===== config.mk =====
export PLATFORM = sky130hd
export DESIGN_NAME = tor_slot_sync_flat
export DESIGN_NICKNAME = d
export VERILOG_FILES = /design/src/rtl/tor_slot_sync_pkg.sv /design/src/rtl/tor_slot_sync_if.sv /design/src/rtl/tor_slot_sync_frame_parser.sv /design/src/rtl/tor_slot_sync.sv /design/src/flat_wrapper.sv
export SDC_FILE = /design/constraint.sdc
export NUM_CORES = 1
export LEC_CHECK = 0
export ABC_CLOCK_PERIOD_IN_PS = 3000
export CORE_UTILIZATION = 45
export CTS_CLUSTER_SIZE = 16
export DETAILED_ROUTE_END_ITERATION = 16
export GPL_TIMING_DRIVEN = 0
export PLACE_DENSITY = 0.84
export SYNTH_ARGS = -nofsm -noshare
export SYNTH_HDL_FRONTEND = slang
export SYNTH_SLANG_ARGS = --single-unit

===== constraint.sdc =====
create_clock -name i_clk -period 3 [get_ports i_clk]
set_input_delay 0.6 -clock i_clk [delete_from_list [all_inputs] [get_ports i_clk]]
set_output_delay 0.6 -clock i_clk [all_outputs]
set_load 0.05 [all_outputs]

===== src/rtl/tor_slot_sync_pkg.sv =====
// tor_slot_pkg: shared constants, field offsets and state encodings for the ToR slot-announce receiver.
package tor_slot_pkg;
   localparam logic [15:0] ANNOUNCE_TYPE = 16'h0F01;
   localparam logic [47:0] BCAST_MAC     = 48'hFFFF_FFFF_FFFF;
   localparam int          TYPE_LSB      = 0;
   localparam int          MAC_LSB       = 16;
   localparam int          ID_LSB        = 0;
   localparam int          ID_KEEP_BIT   = 0;

   typedef enum logic {UNLOCKED, LOCKED} lock_state_e;
   typedef enum logic [1:0] {WAIT_HDR, HDR_OK, SKIP} parser_state_e;

   function automatic logic hdr_match(input logic [63:0] beat0, input logic [47:0] my_mac);
      logic [47:0] dest;
      dest = beat0[MAC_LSB +: 48];
      return beat0[TYPE_LSB +: 16] == ANNOUNCE_TYPE && (dest == BCAST_MAC || dest == my_mac);
   endfunction
endpackage


===== src/rtl/tor_slot_sync_if.sv =====
// tor_slot_sync_if: control-channel RX stream bundle between the MAC and the slot-sync receiver.
interface tor_slot_sync_if;
   logic [63:0] tdata;
   logic [7:0]  tkeep;
   logic        tvalid;
   logic        tlast;
   logic        tready;

   modport master (output tdata, tkeep, tvalid, tlast, input tready);
   modport slave  (input tdata, tkeep, tvalid, tlast, output tready);
endinterface


===== src/rtl/tor_slot_sync_frame_parser.sv =====
// tor_slot_frame_parser: parses announce frames and emits a registered sync pulse with the announced slot id.
// With SLOT_SYNC_STAT_EN a registered drop pulse is also produced for every discarded frame.
module tor_slot_frame_parser
   import tor_slot_pkg::*;
#(
   parameter logic [47:0] P_MY_TOR_MAC = 48'h8D_BC_5C_4A_00_00,
   parameter int unsigned P_SLOT_NUM   = 2,
   parameter int          P_SLOT_ID_W  = 1
) (
   input  logic                   i_clk,
   input  logic                   i_rst,
   tor_slot_sync_if.slave         rx_axis,
   output logic                   o_sync,
   output logic [P_SLOT_ID_W-1:0] o_slot_id
`ifdef SLOT_SYNC_STAT_EN
   ,
   output logic                   o_drop
`endif
);
   parser_state_e          state_q, state_d;
   logic                   sync_q, sync_d, drop_q, drop_d, fire, id_ok;
   logic [P_SLOT_ID_W-1:0] id_q, id_d;

   assign rx_axis.tready = ~i_rst;
   assign fire  = rx_axis.tvalid & rx_axis.tready;
   assign id_ok = rx_axis.tkeep[ID_KEEP_BIT] && 32'(rx_axis.tdata[ID_LSB +: P_SLOT_ID_W]) < P_SLOT_NUM;

   always_ff @(posedge i_clk or posedge i_rst) begin
      if (i_rst) begin
         state_q <= WAIT_HDR;
         sync_q  <= 1'b0;
         drop_q  <= 1'b0;
         id_q    <= '0;
      end else begin
         state_q <= state_d;
         sync_q  <= sync_d;
         drop_q  <= drop_d;
         id_q    <= id_d;
      end
   end

   // Drop is flagged once per frame, at the beat where the frame is first known to be bad.
   always_comb begin
      state_d = state_q;
      sync_d  = 1'b0;
      drop_d  = 1'b0;
      id_d    = id_q;
      if (fire) begin
         case (state_q)
            WAIT_HDR: begin
               state_d = rx_axis.tlast ? WAIT_HDR : hdr_match(rx_axis.tdata, P_MY_TOR_MAC) ? HDR_OK : SKIP;
               drop_d  = rx_axis.tlast | ~hdr_match(rx_axis.tdata, P_MY_TOR_MAC);
            end
            HDR_OK: begin
               state_d = rx_axis.tlast ? WAIT_HDR : SKIP;
               sync_d  = id_ok;
               drop_d  = ~id_ok;
               id_d    = id_ok ? rx_axis.tdata[ID_LSB +: P_SLOT_ID_W] : id_q;
            end
            default: state_d = rx_axis.tlast ? WAIT_HDR : SKIP;
         endcase
      end
   end

   assign o_sync    = sync_q;
   assign o_slot_id = id_q;
`ifdef SLOT_SYNC_STAT_EN
   assign o_drop    = drop_q;
`endif
endmodule


===== src/rtl/tor_slot_sync.sv =====
// tor_slot_sync: aligns a free-running slot counter to controller announces and drives slot timing outputs.
// Optional macro SLOT_SYNC_STAT_EN adds sync/drop counters and the last observed phase error.
module tor_slot_sync
   import tor_slot_pkg::*;
#(
   parameter logic [47:0] P_MY_TOR_MAC   = 48'h8D_BC_5C_4A_00_00,
   parameter logic [31:0] P_SLOT_LEN     = 32'h0000_5CD0,
   parameter logic [31:0] P_CONFIG_DELAY = 32'h0000_0960,
   parameter int unsigned P_SLOT_NUM     = 2,
   parameter int          P_SLOT_ID_W    = 1,
   parameter int unsigned P_LOSS_SLOTS   = 4
) (
   input  logic                   i_clk,
   input  logic                   i_rst,
   tor_slot_sync_if.slave         rx_axis,
   output logic                   o_locked,
   output logic [P_SLOT_ID_W-1:0] o_slot_id,
   output logic                   o_slot_start,
   output logic                   o_cfg_window,
   output logic                   o_tx_allow
`ifdef SLOT_SYNC_STAT_EN
   ,
   output logic [31:0]            o_stat_sync_cnt,
   output logic [31:0]            o_stat_drop_cnt,
   output logic [31:0]            o_stat_phase_err
`endif
);
   localparam logic [P_SLOT_ID_W-1:0] LAST_ID = P_SLOT_ID_W'(P_SLOT_NUM - 1);

   lock_state_e            lock_q, lock_d;
   logic [31:0]            cnt_q, cnt_d, miss_q, miss_d;
   logic [P_SLOT_ID_W-1:0] slot_q, slot_d, sync_id;
   logic                   start_q, start_d, cfg_q, cfg_d, allow_q, allow_d, sync;

`ifdef SLOT_SYNC_STAT_EN
   logic        drop;
   logic [31:0] sync_cnt_q, drop_cnt_q, phase_q;
`endif

   tor_slot_frame_parser #(
      .P_MY_TOR_MAC (P_MY_TOR_MAC),
      .P_SLOT_NUM   (P_SLOT_NUM),
      .P_SLOT_ID_W  (P_SLOT_ID_W)
   ) u_parser (
      .i_clk     (i_clk),
      .i_rst     (i_rst),
      .rx_axis   (rx_axis),
      .o_sync    (sync),
      .o_slot_id (sync_id)
`ifdef SLOT_SYNC_STAT_EN
      ,
      .o_drop    (drop)
`endif
   );

   always_ff @(posedge i_clk or posedge i_rst) begin
      if (i_rst) begin
         lock_q  <= UNLOCKED;
         cnt_q   <= '0;
         miss_q  <= '0;
         slot_q  <= '0;
         start_q <= 1'b0;
         cfg_q   <= 1'b0;
         allow_q <= 1'b0;
      end else begin
         lock_q  <= lock_d;
         cnt_q   <= cnt_d;
         miss_q  <= miss_d;
         slot_q  <= slot_d;
         start_q <= start_d;
         cfg_q   <= cfg_d;
         allow_q <= allow_d;
      end
   end

   // A sync always wins over a wrap in the same cycle; losing lock puts every output back to idle.
   always_comb begin
      lock_d  = lock_q;
      cnt_d   = cnt_q;
      miss_d  = miss_q;
      slot_d  = slot_q;
      start_d = 1'b0;
      if (sync) begin
         lock_d  = LOCKED;
         cnt_d   = '0;
         miss_d  = '0;
         slot_d  = sync_id;
         start_d = 1'b1;
      end else if (lock_q == LOCKED) begin
         if (cnt_q == P_SLOT_LEN - 32'd1) begin
            cnt_d   = '0;
            slot_d  = slot_q == LAST_ID ? '0 : slot_q + 1'b1;
            start_d = 1'b1;
            miss_d  = miss_q == '1 ? miss_q : miss_q + 32'd1;
            if (miss_d >= P_LOSS_SLOTS) begin
               lock_d  = UNLOCKED;
               slot_d  = '0;
               start_d = 1'b0;
               miss_d  = '0;
            end
         end else begin
            cnt_d = cnt_q + 32'd1;
         end
      end
      cfg_d   = lock_d == LOCKED && cnt_d < P_CONFIG_DELAY;
      allow_d = lock_d == LOCKED && !cfg_d;
   end

   assign o_locked     = lock_q == LOCKED;
   assign o_slot_id    = slot_q;
   assign o_slot_start = start_q;
   assign o_cfg_window = cfg_q;
   assign o_tx_allow   = allow_q;

`ifdef SLOT_SYNC_STAT_EN
   always_ff @(posedge i_clk or posedge i_rst) begin
      if (i_rst) begin
         sync_cnt_q <= '0;
         drop_cnt_q <= '0;
         phase_q    <= '0;
      end else begin
         sync_cnt_q <= sync_cnt_q + {31'd0, sync};
         drop_cnt_q <= drop_cnt_q + {31'd0, drop};
         phase_q    <= sync && lock_q == LOCKED ? cnt_q : phase_q;
      end
   end

   assign o_stat_sync_cnt  = sync_cnt_q;
   assign o_stat_drop_cnt  = drop_cnt_q;
   assign o_stat_phase_err = phase_q;
`endif
endmodule


===== src/flat_wrapper.sv =====
// flat-port wrapper written by rule: the top's interface ports become plain ports
module tor_slot_sync_flat import tor_slot_pkg::*;
#(
   parameter logic [47:0] P_MY_TOR_MAC   = 48'h8D_BC_5C_4A_00_00,
   parameter logic [31:0] P_SLOT_LEN     = 32'h0000_5CD0,
   parameter logic [31:0] P_CONFIG_DELAY = 32'h0000_0960,
   parameter int unsigned P_SLOT_NUM     = 2,
   parameter int          P_SLOT_ID_W    = 1,
   parameter int unsigned P_LOSS_SLOTS   = 4
)
  (i_clk, i_rst, o_locked, o_slot_id, o_slot_start, o_cfg_window, o_tx_allow, rx_axis_tdata, rx_axis_tkeep, rx_axis_tvalid, rx_axis_tlast, rx_axis_tready);
  tor_slot_sync_if rx_axis_i ();
  input  logic i_clk;
  input  logic i_rst;
  output logic o_locked;
  output logic [P_SLOT_ID_W-1:0] o_slot_id;
  output logic o_slot_start;
  output logic o_cfg_window;
  output logic o_tx_allow;
  input wire logic [$bits(rx_axis_i.tdata)-1:0] rx_axis_tdata;
  input wire logic [$bits(rx_axis_i.tkeep)-1:0] rx_axis_tkeep;
  input wire logic [$bits(rx_axis_i.tvalid)-1:0] rx_axis_tvalid;
  input wire logic [$bits(rx_axis_i.tlast)-1:0] rx_axis_tlast;
  output wire logic [$bits(rx_axis_i.tready)-1:0] rx_axis_tready;
  assign rx_axis_i.tdata = rx_axis_tdata;
  assign rx_axis_i.tkeep = rx_axis_tkeep;
  assign rx_axis_i.tvalid = rx_axis_tvalid;
  assign rx_axis_i.tlast = rx_axis_tlast;
  assign rx_axis_tready = rx_axis_i.tready;
  tor_slot_sync #(.P_MY_TOR_MAC(P_MY_TOR_MAC), .P_SLOT_LEN(P_SLOT_LEN), .P_CONFIG_DELAY(P_CONFIG_DELAY), .P_SLOT_NUM(P_SLOT_NUM), .P_SLOT_ID_W(P_SLOT_ID_W), .P_LOSS_SLOTS(P_LOSS_SLOTS)) u_core (.i_clk(i_clk), .i_rst(i_rst), .rx_axis(rx_axis_i), .o_locked(o_locked), .o_slot_id(o_slot_id), .o_slot_start(o_slot_start), .o_cfg_window(o_cfg_window), .o_tx_allow(o_tx_allow));
endmodule

* Yosys cells after proc, flatten, opt, wreduce, memory -nomap -nowiden
Index checks and enable logic that the tools add are counted.
** Storage, ports and cells
- Input port bits :: 76
- Flip-flop bits (word level) :: 73
** Cells by class
- Muxes and demuxes :: 26
- Order comparisons :: 2
- Reduce and logical (&&, ||, !) cells :: 10
- $add $sub $neg :: 3
- Eq/ne operators :: 6
- Bitwise logic cells :: 2
** Operators by type and width (count)
- $mux 32 :: 8
- $eq 48x48->1 const B :: 2
- $add 32x1->32 const B :: 2
- $eq 32x15->1 const B :: 1
- $eq 32x32->1 const B :: 1
- $ge 32x3->1 const B :: 1
- $lt 32x12->1 const B :: 1
- $eq 16x12->1 const B :: 1
- $mux 1 :: 14
- $mux 2 :: 4
- $reduce_bool 2->1 :: 2
- $logic_and 1x1->1 :: 3
- $reduce_and 3->1 :: 1
- $eq 2x1->1 const B :: 1
- $logic_not 2->1 :: 1
- $reduce_and 2->1 :: 1
- $add 1x1->1 const B :: 1
- $and 1x1->1 :: 1
- $logic_not 1->1 :: 1
- $logic_or 1x1->1 :: 1
- $not 1->1 :: 1

* Longest topological paths before layout
Gate-level depths: netlist of run 1.
- Depth after elaboration :: 10
- Mapped depth :: 11

* Hierarchy
From an unflattened synthesis of run 1, not the netlist that was laid out.
** Second synthesis, totals
- Cells, all modules :: 530
- Area total of the unflattened synthesis :: 4713.3 um^2
** By module, submodules not included
- tor_slot_sync :: seq. area each 1726.7 um^2, cells each 481, area an instance 4322.9 um^2, instances 1
- tor_slot_frame_parser :: seq. area each 100.1 um^2, cells each 49, area an instance 390.4 um^2, instances 1

* Worst setup path after synthesis of run 1
OpenSTA, ideal clock, no wires.
- Path type :: input port to flip-flop
- Start point :: input i_rst
- End point :: register u_core.u_parser.id_q, in the netlist u_core.u_parser.o_slot_id
- Setup slack :: -584 ps
- Arrival time :: 3459 ps
- Library setup time :: 125 ps
- Buffers on the path :: 0
- Stages on the path :: 4
- Cell sequence :: inv_1 nand2_1 nor3_1 mux2_2
** Between the ends
- Word-level cells in the longest chain between the ends :: 3
** RTL lines
- start: declaration :: RTL line flat_wrapper.sv:14 : input logic i_rst;
- $not 1->1 :: RTL line tor_slot_sync_frame_parser.sv:24 : assign rx_axis.tready = ~i_rst;
- $and 1x1->1 :: RTL line tor_slot_sync_frame_parser.sv:25 : assign fire = rx_axis.tvalid & rx_axis.tready;
- $reduce_and 3->1 (no line)
- end signal: assignment :: RTL line tor_slot_sync_frame_parser.sv:38 : id_q <= id_d;
- end: declaration :: RTL line tor_slot_sync_frame_parser.sv:22 : logic [P_SLOT_ID_W-1:0] id_q, id_d;
Every way passes these cells.
A chain may end at the register's enable or synchronous reset.

* Worst setup path in the final report of run 1
- Start point :: register u_core.miss_q[0]
- End point :: register u_core.miss_q[1]
** Between the ends
- Word-level cells in the longest chain between the ends :: 7
** RTL lines
- start: declaration :: RTL line tor_slot_sync.sv:31 : logic [31:0] cnt_q, cnt_d, miss_q, miss_d;
- start signal: assignment :: RTL line tor_slot_sync.sv:68 : miss_q <= miss_d;
- $add 32x1->32 or $eq 32x32->1 (tied branches) :: RTL line tor_slot_sync.sv:94 : miss_d = miss_q == '1 ? miss_q : miss_q + 32'd1;
- $mux 32 (*) :: RTL line tor_slot_sync.sv:94
- $ge 32x3->1 :: RTL line tor_slot_sync.sv:95 : if (miss_d >= P_LOSS_SLOTS) begin
- $mux 32 (*) :: RTL line tor_slot_sync.sv:95
- $mux 32 (*) :: RTL line tor_slot_sync.sv:90 : if (cnt_q == P_SLOT_LEN - 32'd1) begin
- $mux 32 (*) :: RTL line tor_slot_sync.sv:89 : end else if (lock_q == LOCKED) begin
- $mux 32 (*) :: RTL line tor_slot_sync.sv:83 : if (sync) begin
Mark *: on every way between the ends. The rest lies on a longest branch, timed or not. The select of a mux whose other input is x is not followed.

==> results of run 1 <==
routing by layer:
layer,vias up,share of wire,global-route usage
li1,2043,-,-
met4,0,0.027,0.0945
met1,2071,0.41,0.302
met3,37,0.067,0.0534
met2,219,0.50,0.403
met5,-,0,0
cells by family after synthesis:
kind of cell               after synthesis
DFF                                     73
xor gates and xnor gates                48
AOI/OAI and AO/OA                       66
muxes                                    5
and+or+nand+nor                        278
buffers and inverters                   31
adders and majority gates                2
area by class of cell:
| type | count | area (sq um) |
|---|---|---|
| clock buffers | 9 | 124 |
| plain buffers | 22 | 115 |
| inverters | 5 | 22.5 |
| well taps | 133 | 166 |
| repair buffers | 95 | 913 |
| multi-input cells | 399 | 2610 |
| repair inverters | 1 | 5.00 |
| fillers | 830 | 3920 |
| clock inverters | 7 | 71.3 |
| flip-flops and latches | 73 | 1830 |
layout by cell type, fill, tap and decap left out, drive strengths merged, types with 5 or more instances in the layout:
master         instances
o21ai                  9
nand3                 34
clkbuf                22
a21oi                 13
xnor2                 21
a31oi                  6
xor2                  27
nand4                 40
a21o                   6
nor2                  65
and2                  36
clkinvlp               5
clkdlybuf4s50         73
nor3                  16
and3                  12
buf                   30
nor4                  22
dfrtp                 73
nand2                 29
what timing repair did:
item | CTS | global route
hold buffers | 0 | 0
cloned | 1 | 0
gates resized for setup | 6 | 11
pin swaps | 2 | 12
setup endpoints to repair | 14 | 17
buffers inserted | 6 | 14
through the flow:
step | total power [W] | hold slack [ps]
finish | 0.00190 | 491
global route | 0.00197 | 509
CTS | 0.00191 | 487
detailed placement | 0.00114 | 476
global placement | 0.00113 | 463
floorplan | 0.00103 | 440
final timing paths:
path,from,endpoint,depth (start not counted),slack [ps]
max,u_core.miss_q[0],u_core.miss_q[1],11,30
min,u_core.u_parser.state_q[1],u_core.u_parser.o_sync,1,490
max reg2reg,u_core.miss_q[0],u_core.miss_q[1],11,30
min reg2reg,u_core.u_parser.state_q[1],u_core.u_parser.o_sync,1,490
max in group asynchronous,i_rst,u_core.cnt_q[1],2,1660
min in group asynchronous,i_rst,u_core.o_cfg_window,2,720
power by group through the flow:
| stage | Combinational [W] | Clock (W) | Sequential (W) |
|---|---|---|---|
| 6_report | 0.000133 | 0.000784 | 0.000986 |
| 5_1_grt | 0.000146 | 0.000843 | 0.000986 |
| 4_1_cts | 0.000136 | 0.000790 | 0.000986 |
| 3_5_place_dp | 0.000135 | 0 | 0.00101 |
| 3_3_place_gp | 0.000129 | 0 | 0.00101 |
| 2_1_floorplan | 0.0000267 | 0 | 0.00101 |
==> reports/metrics.cfg, run 1 <==
[detailed_routing]
wl_per_cell_um=16.2
drc=0
routed_wl_um=12100
drt-pass1-iter-count=6
drt_iter0_drc=276
antenna_left=0
vias_per_cell=5.87
vias=4370

[placed_design]
dp_cells=711
post_dp_cell_area_sq_um=5450
post-place-ws_ps=-408
gp_congestion=0.871
dpl.hpwl_um=8120
portBuffers=74

[critical_path]
crit_fanout=7
crit_arrival_ps=3260
required_ps=3290
cp_num_buf_inv=2
max_stage_delay_ps=610
critPathKind=reg -> reg
crit_chain=ha_2 > buf_6 > nand4_1 > or4_4 > o2111a_1 > xnor2_1 > nand3_1 > or4_4 > nor4b_4 > buf_6 > a22o_1
crit_family=simple AND/OR/NAND/NOR gates
endpoint_kind=register
worstSetupStartpointType=register
slowest_stage=or4_4

[logic_synthesis]
synth_top_area_cell=dfrtp_1
synth_adder_area_share=0.00554
synth_cells=503
synth.area.mux_share=0.0114
synth_xor_xnor_area_share=0.0930
yosys.cell_count.top_type=dfrtp_1
synthArstFlopShare=1.00
synth_top_area_share=0.404
synth-compound-area-share=0.105
ys_top_cells_by_count=73 x dfrtp_1, 65 x nor2_1, 39 x nand4_1
synth_top_family_by_area=simple AND/OR/NAND/NOR gates
synthesis.nets=581
synth_ff_type=dfrtp_1
synth_edf_count=0
syn-cell-area_sq_um=4520
synth.avg_cell_area_sq_um=8.98
yosysSeqAreaShare=0.404
synth_area_leaders=dfrtp_1 40%, nand4_1 5.4%, nor2_1 5.4%, xor2_1 5.2%, and2_1 4.7%
synth_cell_types=66
synth_warnings=0
synth_seq_cells=73
synthSimpleGateAreaFrac=0.349

[worst_hold_path]
hp-class=reg -> reg

[layout]
reg_top3=u_core.cnt_q x32, u_core.miss_q x32, u_core.u_parser.state_q x2
post-route-util=0.599
antenna_cells=0
syn_to_final_growth_pct=29.6
drive_above_1_share=0.126
instances_no_fill=744
fin_area_sq_um=5860
nNetsFinal=684

[run]
maxCapViolCount=0

[sta]
clock_skew_ps=18.0
setup_slack_ps=27.6
finalCritPeriodShare=0.991
worst-slew-pin-transition_ps=896
maxSlewViolCount=0
rsz0062_at_grt=yes
finalSetupViolCount=0
period_minus_slack_ps=2970
fmax_mhz=336
fin_tns_setup_ps=0
relSlewSlack=0.399
hold_violations=0

[grt]
grt_pass1_wl_um=19400
track_usage=0.240
grt_max_degree=40
antenna_found_initial=0
overflow=0
grt_pass1_vias=4191

[floorplan]
rows=36
die_h_um=102
die-width_um=102
core-area_sq_um=9770
die-area_sq_um=10400
start_util=0.462
num_io_pins=82

[cts]
cts-root-buf=clkbuf_8
path_clk_slew_ps=80
clock_sinks=73
cts_buffers=9
cts_buffer_depth=2
clk_latency_ps=360
cts_tree=built
htree_num_levels=3

[power_and_ir_drop]
pwr-share-comb=0.070
switching_power_w=0.000450
power.density_nw_per_um2=325
internal_power_w=0.00145
clkPwrFrac=0.412
seqPwrFrac=0.518
p_sw_frac=0.236
irDropWorstVdd_mv=0.212
p_leak_nw=2.54

[outcome]
status=finished, final reports clean

Power figures use the tool's default switching activity.
==> run 2, diff against run 1 <==
SKIP_LAST_GASP = 1   (was default)
==> run 2 against run 1 <==
Against the previous run:
- cell area is 0.11% higher
- highest routed layer unchanged
- power barely moved
- sequential share of layout area is essentially flat
==> reports/metrics.cfg, run 2 (synthesized netlist as in run 1, its figures left out) <==
[grt]
overflow=0  ; unchanged
grt_pass1_vias=4167  ; -0.57%
antenna_found_initial=0  ; unchanged
grt_pass1_wl_um=19300  ; -0.39%
track_usage=0.239  ; -0.00132
grt_max_degree=40  ; unchanged

[critical_path]
setup.worst_path.end=u_core.o_cfg_window
crit_fanout=7  ; unchanged
r2r_cells=11  ; unchanged
worstSetupStartpointType=register
r2r-start=u_core.miss_q[0]
startpoint=u_core.miss_q[0]
critPathKind=reg -> reg
crit_arrival_ps=3280  ; +20 ps
rrSetupSlack_ps=20  ; about the same
required_ps=3300  ; about the same
endpoint_kind=register
r2r-end=u_core.o_cfg_window

[layout]
post-route-util=0.600  ; +0.000640
fillers=826  ; -0.48%
mostFrequentLayoutCell=clkdlybuf4s50_1
drive_above_1_share=0.129  ; +0.00306
final_cell_mix=73 x clkdlybuf4s50_1, 69 x dfrtp_1, 64 x nor2_1
syn_to_final_growth_pct=29.7
nNetsFinal=685  ; +0.15%
antenna_cells=0  ; unchanged
reg_top3=u_core.cnt_q x32, u_core.miss_q x32, u_core.u_parser.state_q x2
instances_no_fill=745  ; +0.13%

[placed_design]
dp_cells=711  ; unchanged
gp_congestion=0.871  ; unchanged
dpl.hpwl_um=8120  ; unchanged
portBuffers=74  ; unchanged

[power_and_ir_drop]
power.density_nw_per_um2=325  ; about the same
p_leak_nw=2.54  ; about the same
irDropWorstVdd_mv=0.212  ; about the same

[detailed_routing]
vias_per_cell=5.86  ; -0.18%
drt_iter0_drc=298  ; +8.0%
vias=4368  ; -0.046%
drt-pass1-iter-count=5  ; -1
routed_wl_um=12000  ; -0.79%
wl_per_cell_um=16.1  ; -0.92%
antenna_left=0  ; unchanged
drc=0  ; unchanged

[floorplan]
num_io_pins=82  ; unchanged
core-area_sq_um=9770  ; unchanged
start_util=0.462  ; unchanged
rows=36  ; unchanged
die_h_um=102  ; unchanged
die-area_sq_um=10400  ; unchanged
die-width_um=102  ; unchanged

[run]
maxCapViolCount=0  ; unchanged

[sta]
hold_violations=0  ; unchanged
fin_tns_setup_ps=0  ; unchanged
fmax_mhz=335  ; -0.31%
period_minus_slack_ps=2980  ; +9.39 ps
maxSlewViolCount=0  ; unchanged
finalSetupViolCount=0  ; unchanged
rsz0062_at_grt=yes
worst-slew-pin-transition_ps=886  ; -10.5 ps
clock_skew_ps=18.8  ; +0.820 ps
finalCritPeriodShare=0.994  ; +0.00313
relSlewSlack=0.406  ; +0.00706

[cts]
clk_latency_ps=360  ; about the same
path_clk_slew_ps=100  ; +20 ps
clock_sinks=73  ; unchanged
cts-root-buf=clkbuf_8
hold_buffers=0  ; unchanged
cts_buffers=9  ; unchanged
htree_num_levels=3  ; unchanged
cts_tree=built
cts_buffer_depth=2  ; unchanged

[outcome]
status=finished, final reports clean

[worst_hold_path]
hp-class=reg -> reg

[run 2: cell types whose count changed in the layout (fill, tap and decap cells not counted)]
cell | previous run | this run
buf_4 | 19 | 20
nor3b_2 | 0 | 1
clkbuf_1 | 11 | 12
nor3b_1 | 3 | 2
clkbuf_2 | 2 | 1
ha_2 | 1 | 2
ha_4 | 1 | 0
nand3_2 | 2 | 3
nand3_1 | 31 | 30
[run 2: worst max-delay path: stages (launching register included)]
cell and delay (ps):
dfrtp_1 370, ha_2 180, buf_6 100, nand4_1 160
or4_4 610, o211ai_1 310, and2_1 180, a2bb2oi_1 200
nand4b_1 180, nor4b_4 320, buf_6 170, o21a_1 150
[run 2: what timing repair did]
action,4_1_cts,5_1_grt
pin swaps,2,12
cloned,1,0
buffers inserted,6,15
endpoints found under the setup margin,14,17
gates resized for setup,4,13
[run 2: worst min-delay path by stage]
| stage | end | cells past startpoint | startpoint |
|---|---|---|---|
| final | u_core.u_parser.o_sync | 1 | u_core.u_parser.state_q[1] |
| after global routing | u_core.u_parser.o_sync | 1 | u_core.u_parser.state_q[1] |
| after CTS | u_core.u_parser.o_sync | 1 | u_core.u_parser.state_q[1] |
| after detailed placement | u_core.u_parser.o_sync | 1 | u_core.u_parser.state_q[1] |
| after global placement | u_core.u_parser.o_sync | 1 | u_core.u_parser.state_q[1] |
| after floorplan | u_core.u_parser.o_sync | 1 | u_core.u_parser.state_q[1] |
[run 2: area by class of cell]
class / count / area [sq um] / area share
timing repair buffer: 96 / 921 / 0.157
timing repair inverter: 1 / 5.00 / 0.000854
multi-input combinational: 399 / 2610 / 0.445
clock inverter: 7 / 71.3 / 0.0122
tap: 133 / 166 / 0.0284
inverter: 5 / 22.5 / 0.00384
sequential: 73 / 1830 / 0.312
buffer: 22 / 114 / 0.0194
clock buffer: 9 / 124 / 0.0211
[run 2: power breakdown]
part	internal, W	switching [W]	leakage, nW
logic	0.0000867	0.0000466	1.44
registers	0.000985	0.00000124	1.01
clock network	0.000382	0.000402	0.0912
total	0.00145	0.000450	2.54
[run 2: metrics by stage]
stage	hold slack, ps	total power, W	instance area (sq um)	setup WS (ps)
floorplan	440	0.00103	4520	111
CTS	487	0.00191	5700	-19.4
global placement	463	0.00113	5430	-1080
detailed placement	476	0.00114	5450	-408
global route	509	0.00197	5860	-98.7
finish	489	0.00190	5860	18.2
[run 2: per-layer routing]
metal | track usage | up-vias | part of all wire
met5 | 0 | - | 0
met4 | 0.0956 | 0 | 0.022
met3 | 0.0479 | 30 | 0.067
met2 | 0.402 | 203 | 0.50
met1 | 0.302 | 2092 | 0.41
li1 | - | 2043 | -
==> RTL edit, RTL diff (settings of run 2) <==
Put a register stage on the output `o_locked`, with the module's reset. The value now appears one clock later. The other outputs are not delayed to match.
--- a/src/rtl/tor_slot_sync.sv
+++ b/src/rtl/tor_slot_sync.sv
@@ -107,5 +107,11 @@
    end
 
-   assign o_locked     = lock_q == LOCKED;
+   always_ff @(posedge i_clk or posedge i_rst) begin
+      if (i_rst) begin
+         o_locked <= '0;
+      end else begin
+         o_locked <= lock_q == LOCKED;
+      end
+   end
    assign o_slot_id    = slot_q;
    assign o_slot_start = start_q;
Behaviour: not the same (a bounded check fails within 4 cycles, from zero or initial values and one cycle with i_rst high).
==> RTL edit against run 2 <==
Setup slack better by 0.023 ns; routed wire length down 3.5%; sequential cell count up 1; synthesized cell count up 0.20%; clock skew down 0.0097 ns; largest power group unchanged; die area up 0.54%; critical endpoint is now u_core.o_tx_allow; design area down 0.28%; synthesized area up 0.55%; highest routed layer unchanged; cell count down 0.94%; critical path type unchanged; global-route usage down 0.64 points; non-clock buffer count down 7; power up 5.3%; sequential power up 1%.
==> RTL edit: results (changes against run 2) <==
===============================================================================
Outcome                                                            finished clean   unchanged
Hold_sp                                                            u_core.lock_q   was u_core.u_parser.state_q[1]
Synthesized area per cell                                            9.02 sq um   was 8.98 sq um
Clock skew                                                           0.00908 ns   was 0.0188 ns
Synthesized net count                                                       582   was 581
Standby leakage power                                                   2.56 nW   was 2.54 nW
Avg Vias per Cell                                                          5.86   about the same
Number of cells traversed by the worst register-to-register path             10   was 11
Max rail drop VDD                                                    0.000203 V   was 0.000212 V
Largest net degree at the start of global routing                            32   was 40
Commonest cells post-synth                                         dfrtp_1, nor2_1, nand4_1   unchanged
Launch point of the worst reg-to-reg path                          u_core.cnt_q[8]   was u_core.miss_q[0]
Worst hold-check slack                                                 0.419 ns   was 0.489 ns
Post-place instance area                                           0.00550 sq mm   was 0.00545 sq mm
Total Wirelength                                                   11500 microns   was 12000 microns
Starting DRC count in detailed routing                                      210   was 298
Routability cong.                                                         0.883   was 0.871
Measured slew at the worst slew-check pin                              0.645 ns   was 0.886 ns
# nets final                                                                678   was 685
Vias in the first global route                                             4163   was 4167
Tot GR Track Use                                                          0.233   was 0.239
Portion of the post-synthesis area used by sequential elements            0.407   was 0.404
Biggest fanout along the worst timing path                                    8   was 7
Most area-consuming cells after synthesis                          dfrtp_1, nand4_1, nor2_1   unchanged
CP arrival                                                              3.21 ns   was 3.28 ns
Global-route wire length before repair                             19000 microns   was 19300 microns
===============================================================================
## RTL edit: cell count changes after synthesis, sizes merged
cell   before  now
dfrtp      73   74
## RTL edit: how the worst max path moves through the flow
stage                         start                end  slack (ns)  depth (start not counted)
floorplan           u_core.cnt_q[0]  u_core.o_tx_allow        0.17                          9
global placement              i_rst     rx_axis_tready       -1.08                          3
detailed placement            i_rst     rx_axis_tready       -0.41                          5
CTS                           i_rst     rx_axis_tready       -0.04                          5
global route        u_core.cnt_q[8]  u_core.o_tx_allow       -0.06                         10
finish              u_core.cnt_q[8]  u_core.o_tx_allow        0.04                         10
## RTL edit: power groups by stage
stage / Clock [mW] / Combinational (mW) / Sequential, mW
finish: 0.867 / 0.138 / 0.999
global route: 0.924 / 0.150 / 1.00
CTS: 0.883 / 0.141 / 0.999
detailed placement: 0 / 0.140 / 1.02
global placement: 0 / 0.130 / 1.02
floorplan: 0 / 0.0269 / 1.02
## RTL edit: cell families (layout without fill, tap and decap cells)
group,count (synthesis),in the layout,share of synthesized area
simple gates,278,278,0.347
flops,74,74,0.407
compound gates,66,66,0.104
xor+xnor,48,48,0.0925
buf+inv,31,132,0.0314
mux,5,5,0.0113
fa+ha+maj,2,2,0.00551
## RTL edit: layer usage
layer	up-vias	track usage	routed length, microns
met3	27	0.0597	691
met4	0	0.0989	247
li1	2035	-	-
met1	2084	0.278	4740
met2	179	0.396	5860
met5	-	0	0
## RTL edit: what timing repair did
action	4_1_cts	5_1_grt
hold endpoints to repair	0	0
endpoints found under the setup margin	18	18
buffers inserted	7	8
pin swaps	2	7
resized for setup	5	6
## RTL edit: cell type report
type	count	area share
flip-flops and latches	74	0.317
inverters	5	0.00385
multi-input cells	399	0.441
well taps	133	0.0285
repair buffers	91	0.154
clock buffers	11	0.0242
plain buffers	20	0.0182
clock inverters	5	0.0133
## RTL edit: worst max-delay path, stage by stage, from the launching register on
cell and delay [ns]:
dfrtp_1 0.33, clkbuf_2 0.20, nand4_1 0.24, nor4_4 0.54
buf_4 0.20, nand2_1 0.08, nor2_1 0.12, o21ai_0 0.11
or4b_1 0.57, o41ai_2 0.27, o21ba_1 0.20
## RTL edit: stage by stage
step	setup slack (ns)	utilization	power, mW
finish	0.0413	0.598	2.00
global route	-0.0568	0.598	2.07
CTS	-0.0432	0.592	2.02
detailed placement	-0.414	0.562	1.16
global placement	-1.08	0.558	1.15
floorplan	0.165	-	1.05
